<file path="src/rtl/glyph_stroke_seq.sv">
// Multi-digit stroke sequencer: walks BCD digits through the stroke table
// and emits placed, scaled segments over a valid/ready handshake.
// Ports: clk/rst_n, start/abort, digits_in/n_digits/blank_lz/origin_x/y
//   tbl_sel/tbl_idx -> table, tbl_sx/sy/ex/ey/pen <- table
//   seg_valid/seg_ready, seg_sx/sy/ex/ey/pen, busy, done
module glyph_stroke_seq #(
  parameter int MAX_DIGITS  = 4,
  parameter int MAX_STROKES = 32,
  parameter int TBL_W       = 8,
  parameter int OUT_W       = 10,
  parameter int PITCH       = 40,
  parameter int SCALE_SHIFT = 0
) (
  input  logic                           clk,
  input  logic                           rst_n,
  input  logic                           start,
  input  logic                           abort,
  input  logic [4*MAX_DIGITS-1:0]        digits_in,
  input  logic [$clog2(MAX_DIGITS+1)-1:0] n_digits,
  input  logic                           blank_lz,
  input  logic [OUT_W-1:0]               origin_x,
  input  logic [OUT_W-1:0]               origin_y,
  output logic [3:0]                     tbl_sel,
  output logic [$clog2(MAX_STROKES)-1:0] tbl_idx,
  input  logic [TBL_W-1:0]               tbl_sx,
  input  logic [TBL_W-1:0]               tbl_sy,
  input  logic [TBL_W-1:0]               tbl_ex,
  input  logic [TBL_W-1:0]               tbl_ey,
  input  logic                           tbl_pen,
  output logic                           seg_valid,
  input  logic                           seg_ready,
  output logic [OUT_W-1:0]               seg_sx,
  output logic [OUT_W-1:0]               seg_sy,
  output logic [OUT_W-1:0]               seg_ex,
  output logic [OUT_W-1:0]               seg_ey,
  output logic                           seg_pen,
  output logic                           busy,
  output logic                           done
);

  localparam int NW = $clog2(MAX_DIGITS+1);
  localparam int IW = $clog2(MAX_STROKES);
  localparam int CW = OUT_W + 4;
  localparam int DW = 4 * MAX_DIGITS;

  typedef enum logic [1:0] {
    S_IDLE,
    S_FETCH,
    S_EMIT,
    S_DONE
  } state_t;

  state_t            state;
  logic [DW-1:0]     dig_q;
  logic [NW-1:0]     n_q;
  logic              blz_q;
  logic [OUT_W-1:0]  ox_q;
  logic [OUT_W-1:0]  oy_q;
  logic [NW-1:0]     p_q;
  logic [IW:0]       idx_q;
  logic              lz_q;

  logic [NW-1:0]     n_cl;
  logic [NW-1:0]     p_nx;
  logic [IW:0]       idx_nx;
  logic [CW-1:0]     x_off;
  logic              entry_zero;
  logic              skip;
  logic              stroke_end;

  function automatic logic [3:0] pick(
    input logic [DW-1:0] d,
    input logic [NW-1:0] n,
    input logic [NW-1:0] pos
  );
    logic [3:0] r;
    r = '0;
    for (int i = 0; i < MAX_DIGITS; i++) begin
      if (pos < n && int'(n) - 1 - int'(pos) == i)
        r = d[4*i +: 4];
    end
    return r;
  endfunction

  function automatic logic [OUT_W-1:0] place(
    input logic [OUT_W-1:0] o,
    input logic [TBL_W-1:0] t,
    input logic [CW-1:0]    off
  );
    logic [CW-1:0] s;
    s = CW'(o) + (CW'(t) << SCALE_SHIFT) + off;
    return (s > CW'({OUT_W{1'b1}})) ? '1 : s[OUT_W-1:0];
  endfunction

  assign n_cl = (int'(n_digits) > MAX_DIGITS) ?
                NW'(MAX_DIGITS) : n_digits;
  assign p_nx   = p_q + NW'(1);
  assign idx_nx = idx_q + (IW+1)'(1);
  assign x_off  = CW'(p_q) * CW'(PITCH << SCALE_SHIFT);

  assign entry_zero = (tbl_sx == '0) && (tbl_sy == '0) &&
                      (tbl_ex == '0) && (tbl_ey == '0) &&
                      !tbl_pen;
  // Leading zero: nothing nonzero seen yet and not the last position.
  assign skip = (tbl_sel > 4'd9) ||
                (blz_q && lz_q && tbl_sel == 4'd0 && p_nx < n_q);
  assign stroke_end = (idx_q == (IW+1)'(MAX_STROKES)) || entry_zero;

  assign busy = (state != S_IDLE);
  assign done = (state == S_DONE);

  always_ff @(posedge clk or negedge rst_n) begin
    if (!rst_n) begin
      state     <= S_IDLE;
      dig_q     <= '0;
      n_q       <= '0;
      blz_q     <= 1'b0;
      ox_q      <= '0;
      oy_q      <= '0;
      p_q       <= '0;
      idx_q     <= '0;
      lz_q      <= 1'b0;
      tbl_sel   <= '0;
      tbl_idx   <= '0;
      seg_valid <= 1'b0;
      seg_sx    <= '0;
      seg_sy    <= '0;
      seg_ex    <= '0;
      seg_ey    <= '0;
      seg_pen   <= 1'b0;
    end else if (abort) begin
      state     <= S_IDLE;
      seg_valid <= 1'b0;
      tbl_sel   <= '0;
      tbl_idx   <= '0;
    end else begin
      unique case (state)
        S_IDLE: begin
          if (start) begin
            dig_q   <= digits_in;
            n_q     <= n_cl;
            blz_q   <= blank_lz;
            ox_q    <= origin_x;
            oy_q    <= origin_y;
            p_q     <= '0;
            idx_q   <= '0;
            lz_q    <= 1'b1;
            tbl_idx <= '0;
            tbl_sel <= pick(digits_in, n_cl, '0);
            state   <= S_FETCH;
          end
        end
        S_FETCH: begin
          if (p_q == n_q) begin
            tbl_sel <= '0;
            tbl_idx <= '0;
            state   <= S_DONE;
          end else if (skip || stroke_end) begin
            p_q     <= p_nx;
            idx_q   <= '0;
            tbl_idx <= '0;
            tbl_sel <= pick(dig_q, n_q, p_nx);
            if (tbl_sel != 4'd0)
              lz_q <= 1'b0;
          end else begin
            seg_sx    <= place(ox_q, tbl_sx, x_off);
            seg_sy    <= place(oy_q, tbl_sy, '0);
            seg_ex    <= place(ox_q, tbl_ex, x_off);
            seg_ey    <= place(oy_q, tbl_ey, '0);
            seg_pen   <= tbl_pen;
            seg_valid <= 1'b1;
            state     <= S_EMIT;
          end
        end
        S_EMIT: begin
          if (seg_ready) begin
            seg_valid <= 1'b0;
            idx_q     <= idx_nx;
            tbl_idx   <= idx_nx[IW-1:0];
            state     <= S_FETCH;
          end
        end
        S_DONE: begin
          state <= S_IDLE;
        end
        default: begin
          state <= S_IDLE;
        end
      endcase
    end
  end

endmodule

</file>
<file path="config.mk">
export PLATFORM = sky130hd
export DESIGN_NAME = glyph_stroke_seq
export DESIGN_NICKNAME = d
export VERILOG_FILES = /design/src/rtl/glyph_stroke_seq.sv
export SDC_FILE = /design/constraint.sdc
export NUM_CORES = 1
export LEC_CHECK = 0
export ABC_AREA = 1
export CORE_MARGIN = 2
export CORE_UTILIZATION = 40
export DETAILED_ROUTE_END_ITERATION = 16
export PLACE_DENSITY = 0.6
export SLEW_MARGIN = 20
export SYNTH_ARGS = -nofsm -noshare
export SYNTH_HDL_FRONTEND = slang
export SYNTH_SLANG_ARGS = --single-unit
</file>
<file path="constraint.sdc">
create_clock -name clk -period 8.1 [get_ports clk]
set_input_delay 0.81 -clock clk [delete_from_list [all_inputs] [get_ports clk]]
set_output_delay 0.81 -clock clk [all_outputs]
set_load 0.01 [all_outputs]
</file>
**After elaboration in Yosys (flattened, before gate mapping)**

Index checks and enable logic that the tools add are counted.

- Word-level logic and storage cells: 154
- Flip-flop bits (word level): 103
- Output and inout port bits: 53

- Mux-type cells: 49
- Reductions and logical operators: 43
- Bitwise operators: 3
- Eq/ne operators: 22
- $add $sub $neg: 11
- Multipliers: 1
- Magnitude comparators: 8

Operators with widths:

| kind | number |
|---|---|
| $logic_not A32 Y1 | 2 |
| $mux W4 | 12 |
| $add A10 B8 Y11 | 4 |
| $mux W10 | 4 |
| $logic_not A8 Y1 | 4 |
| $mux W5 | 5 |
| $add A11 B9 Y12 | 2 |
| $gt A12 B10 Y1 const B | 2 |
| $mux W6 | 4 |
| $gt A11 B10 Y1 const B | 2 |
| $pmux W6 S3 | 1 |
| $logic_and A1 B1 Y1 | 15 |
| $pmux W5 S3 | 1 |
| $mux W3 | 4 |
| $ne A3 B3 Y1 const B | 4 |
| $reduce_and A4 Y1 | 3 |
| $reduce_and A6 Y1 | 2 |
| $eq A5 B3 Y1 const B | 2 |
| $mux W2 | 5 |
| $ne A2 B2 Y1 const B | 5 |
| $reduce_and A3 Y1 | 3 |
| $reduce_bool A3 Y1 | 3 |
| $eq A4 B3 Y1 const B | 2 |
| $mux W1 | 8 |
| other kinds (28) | 38 |

**Longest topological paths before layout**

- Word-level depth: 12
- Mapped depth: 18

**Worst setup path before layout**

Ideal clock, no wire load.

- Kind: reg2reg
- Start point: register p_q[0]
- End point: register seg_sx[4]
- Buffers on the path: 0
- Required time: 7.981 ns
- Setup slack: 5.034 ns
- Clock period less this slack: 3.066 ns
- Cell stages (with the launch flop): 17
- Data arrival time: 2.947 ns
- Library setup time: 0.119 ns
- Cell sequence: dfrtp_1 > ha_1 > ha_1 > ha_1 > inv_1 > fa_1 > inv_1 > ha_1 > nand2_1 > inv_1 > nand4_1 > o211ai_1 > nand2_1 > nand2_1 > a21oi_2 > nand3_1 > o21a_1

- Longest elaborated chain between the ends: 7
- Elaborated cells on any way between the ends: 13
- Those cells by class: add/sub: 2; mul: 1; order compare: 2; eq/ne: 1; mux: 1; bitwise: 2; reduce/logical: 4

Ends and longest elaborated chain:

| item | RTL line | source |
|---|---|---|
| start: declaration | 59 | `logic [NW-1:0] p_q;` |
| start signal: assignment | 159 | `p_q <= p_nx;` |
| parallel branches: the longest is 7 deep, another holds $add A11 B9 Y12 | - |  |
| end signal: assignment | 166 | `seg_sx <= place(ox_q, tbl_sx, x_off);` |
| end: declaration | 32 | `output logic [OUT_W-1:0] seg_sx,` |

Several ways; the timed one is not identified.
A chain may end at the register's enable or synchronous reset.

**Final worst setup path**

- Start point: register p_q[0]
- End point: register seg_ex[8]

- Longest elaborated chain between the ends: 7
- Elaborated cells on any way between the ends: 13
- Those cells by class: add/sub: 2; mul: 1; order compare: 2; eq/ne: 1; mux: 1; bitwise: 2; reduce/logical: 4

Ends and longest elaborated chain:

| item | RTL line | source |
|---|---|---|
| parallel branches: the longest is 7 deep, another holds $add A11 B9 Y12 | - |  |
| end signal: assignment | 168 | `seg_ex <= place(ox_q, tbl_ex, x_off);` |
| end: declaration | 34 | `output logic [OUT_W-1:0] seg_ex,` |

Several ways; the timed one is not identified.

==> flow_metrics.env <==
export IMPL_outcome="finished clean"
export IMPL_post_drt_via_cell_ratio=4.97
export IMPL_worstMarginPinSlew_ns=1.01
export IMPL_r2r_setup_slack_ns=4.57
export IMPL_reg2regPathDepth=16
export IMPL_final_nets=1059
export IMPL_grt_pass1_wl_mm=28.5
export IMPL_worst_setup_path_type="reg -> reg"
export IMPL_numCtsBuffers=9
export IMPL_met3_length_um=732
export IMPL_pin_count=131
export IMPL_critPathMaxFanout=10
export IMPL_final_hold_violation_count=0
export IMPL_start_util_pct=41.0
export IMPL_io_buffers=130
export IMPL_async_flop_share_pct=100
export IMPL_crit_reg2reg_capture="seg_ex[8]"
export IMPL_layout_common_cells="nand2_1, clkdlybuf4s50_1, dfrtp_1"
export IMPL_synthCells=786
export IMPL_max_freq_mhz=284
export IMPL_h_tree_depth=3
export IMPL_syn_cell_area_um2=6800
export IMPL_ys_ff_latch=103
export IMPL_yosys_warnings=0
export IMPL_min_path_type="in -> async"
export IMPL_worstSetupEndpointType="flop"
export IMPL_grt_max_degree=77
export IMPL_antenna_found_initial=0
export IMPL_drive_gt1_share_pct=7.29
export IMPL_wl_met2_mm=7.64
export IMPL_fin_crit_ns=3.53
export IMPL_placed_area_um2=8280
export IMPL_clock_sinks=103
export IMPL_grt_use_total_pct=20.1
export IMPL_clock_skew_ns=0.00926
export IMPL_clockBufferDepth=2
export IMPL_top_layer_used="met4"
export IMPL_timing_rr_start="p_q[0]"
export IMPL_yosys_area_share_xor_xnor_pct=3.99
export IMPL_globalRoute_totalOverflow=0
export IMPL_drcViolationCount=0
export IMPL_synth_mux_area_share_pct=4.31
export IMPL_die_y_um=134
export IMPL_start_kind="flop"
export IMPL_synth_cell_types=41
export IMPL_slew_violations=0
export IMPL_cts_tree="built"
export IMPL_rsz0062_at_grt="no"
export IMPL_drt_iter0_drc=200
export IMPL_required_ns=8.35
export IMPL_cts_resized=0
export IMPL_dp_slack_ns=4.45
export IMPL_synth_avg_cell_area_um2=8.65
export IMPL_setup_ws_ns=4.57
export IMPL_final_common_cell="nand2_1"
export IMPL_vdd_drop_max_mv=0.160
export IMPL_synth_seq_area_share_pct=37.9
export IMPL_final_cell_area_um2=8600
export IMPL_worst_slew_margin_rel_pct=32.9
export IMPL_syn2layout_area_growth_pct=26.4
export IMPL_synth_compound_area_share_pct=12.8
export IMPL_fin_crit_sh_pct=43.5
export IMPL_diodes=0
export IMPL_clock_latency_ns=0.36
export IMPL_synth_top_family_by_area="simple AND/OR/NAND/NOR gates"
export IMPL_wire_per_inst_um=15.0
export IMPL_drt_total_wl_mm=17.0
export IMPL_power_density_nw_per_um2=419
export IMPL_cts_root_buf="clkbuf_16"
export IMPL_coreArea_um2=16600
export IMPL_ant_nets=0
export IMPL_synth_fa_ha_area_share_pct=14.0
export IMPL_p_leak_uw=0.00405
export IMPL_cts_hold_buffers=0
export IMPL_synthFlopType="dfrtp_1"
export IMPL_fp_dieW_um=134
export IMPL_cts_setup_buffers=0
export IMPL_syn_nets=931
export IMPL_synthSimpleGateAreaFrac_pct=20.0
export IMPL_tns_ns=0
export IMPL_drt_met1_wl_mm=8.48
export IMPL_crit_arrival_ns=3.77
export IMPL_drv_cap=0
export IMPL_die_area_um2=18100
export IMPL_rows=47
export IMPL_cts_clk_slew_worst_paths_ns=0.07
export IMPL_synth_edff_count=0
export IMPL_routabilityCongestion=0.865
export IMPL_setup_violations=0
export IMPL_first_global_vias=5595
export IMPL_vias=5659
export IMPL_first_pass_iters=4
export IMPL_dp_hpwl_mm=13.3
export IMPL_n_fill_cell=1601
logic make-up (layout without fill, tap and decap cells):
| group | Yosys count | after routing |
|---|---|---|
| xor gates and xnor gates | 31 | 31 |
| muxes | 26 | 26 |
| AOI/OAI and AO/OA | 138 | 138 |
| adders and majority gates | 67 | 67 |
| and+or+nand+nor | 309 | 309 |
| buffers and inverters | 112 | 245 |
| DFF | 103 | 103 |
synthesized netlist by cell type (2+ instances only):
cell type | instances | area (um2)
nand2_1 | 157 | 589
dfrtp_1 | 103 | 2580
inv_1 | 91 | 342
nand3_1 | 63 | 315
nor2_1 | 53 | 199
ha_1 | 52 | 651
a21oi_1 | 44 | 220
o21ai_0 | 36 | 180
mux2_2 | 26 | 293
xor2_1 | 18 | 158
o21a_1 | 16 | 120
a2bb2oi_1 | 15 | 131
fa_1 | 15 | 300
xnor2_1 | 13 | 114
o211ai_1 | 9 | 67.6
nor3_1 | 8 | 40.0
buf_6 | 6 | 67.6
nand3b_1 | 6 | 45.0
nand4_1 | 6 | 37.5
nor4_1 | 6 | 37.5
buf_2 | 5 | 25.0
inv_2 | 5 | 18.8
nor2_4 | 4 | 45.0
o21ai_1 | 4 | 20.0
clkbuf_1 | 3 | 11.3
o2111ai_1 | 3 | 26.3
a21o_1 | 2 | 15.0
a21oi_2 | 2 | 17.5
a31oi_1 | 2 | 12.5
nand2_2 | 2 | 12.5
worst max-delay path by stage:
stage                     startpoint         to  slack (ns)  cells after the start
final                         p_q[0]  seg_ex[8]        4.57                     16
after floorplan               p_q[0]  seg_sx[4]        5.03                     16
after CTS                     p_q[0]  seg_ex[8]        4.54                     16
after global routing          p_q[0]  seg_ex[6]        4.31                     16
after global placement     tbl_ex[3]  seg_ex[8]        4.51                     12
after detailed placement   tbl_ex[3]  seg_ex[8]        4.45                     12
area by class of cell:
cell class	instances	area [um2]	share of cell area, %
timing repair buffer	132	1310	15.3
multi-input combinational	571	3750	43.6
inverter	97	367	4.26
clock buffer	10	239	2.78
clock inverter	6	76.3	0.888
tap	220	275	3.20
sequential	103	2580	30.0
layer usage:
layer	GRT usage, %	vias up
met5	0	-
met4	4.27	0
met3	4.42	15
met2	31.4	122
met1	28.6	2625
li1	-	2897
per-stage QoR:
| step | cells | util [%] | power, uW | hold WS (ns) |
|---|---|---|---|---|
| after floorplan | 786 | - | 2510 | 0.442 |
| after global placement | 1123 | 49.9 | 3140 | 0.463 |
| after detailed placement | 1123 | 49.9 | 3150 | 0.466 |
| after CTS | 1139 | 51.8 | 3630 | 0.366 |
| after global routing | 1139 | 51.8 | 3970 | 0.376 |
| final | 1139 | 51.8 | 3600 | 0.364 |
flip-flops by register name, indices dropped and copies added (netlist names):
name / flops
blz_q: 1
dig_q: 16
idx_q: 6
lz_q: 1
n_q: 3
ox_q: 10
oy_q: 10
p_q: 3
seg_ex: 10
seg_ey: 10
seg_pen: 1
seg_sx: 10
seg_sy: 10
seg_valid: 1
state: 2
tbl_idx: 5
tbl_sel: 4
critical path, cell delays in order, from the launching register on:
cell	delay [ns]
dfrtp_1	0.52
ha_1	0.27
ha_1	0.19
ha_1	0.28
inv_1	0.08
fa_1	0.48
inv_1	0.05
ha_1	0.34
nand2_1	0.11
inv_1	0.04
nand4_1	0.07
o211ai_1	0.13
nand2_1	0.08
nand2_1	0.06
a21oi_2	0.42
nand3_1	0.16
o21a_1	0.14
where the power goes:
part / internal, uW / switching, uW
Sequential: 744 / 182
Clock: 253 / 203
Combinational: 980 / 1240
(Power assumes the default switching activity.)
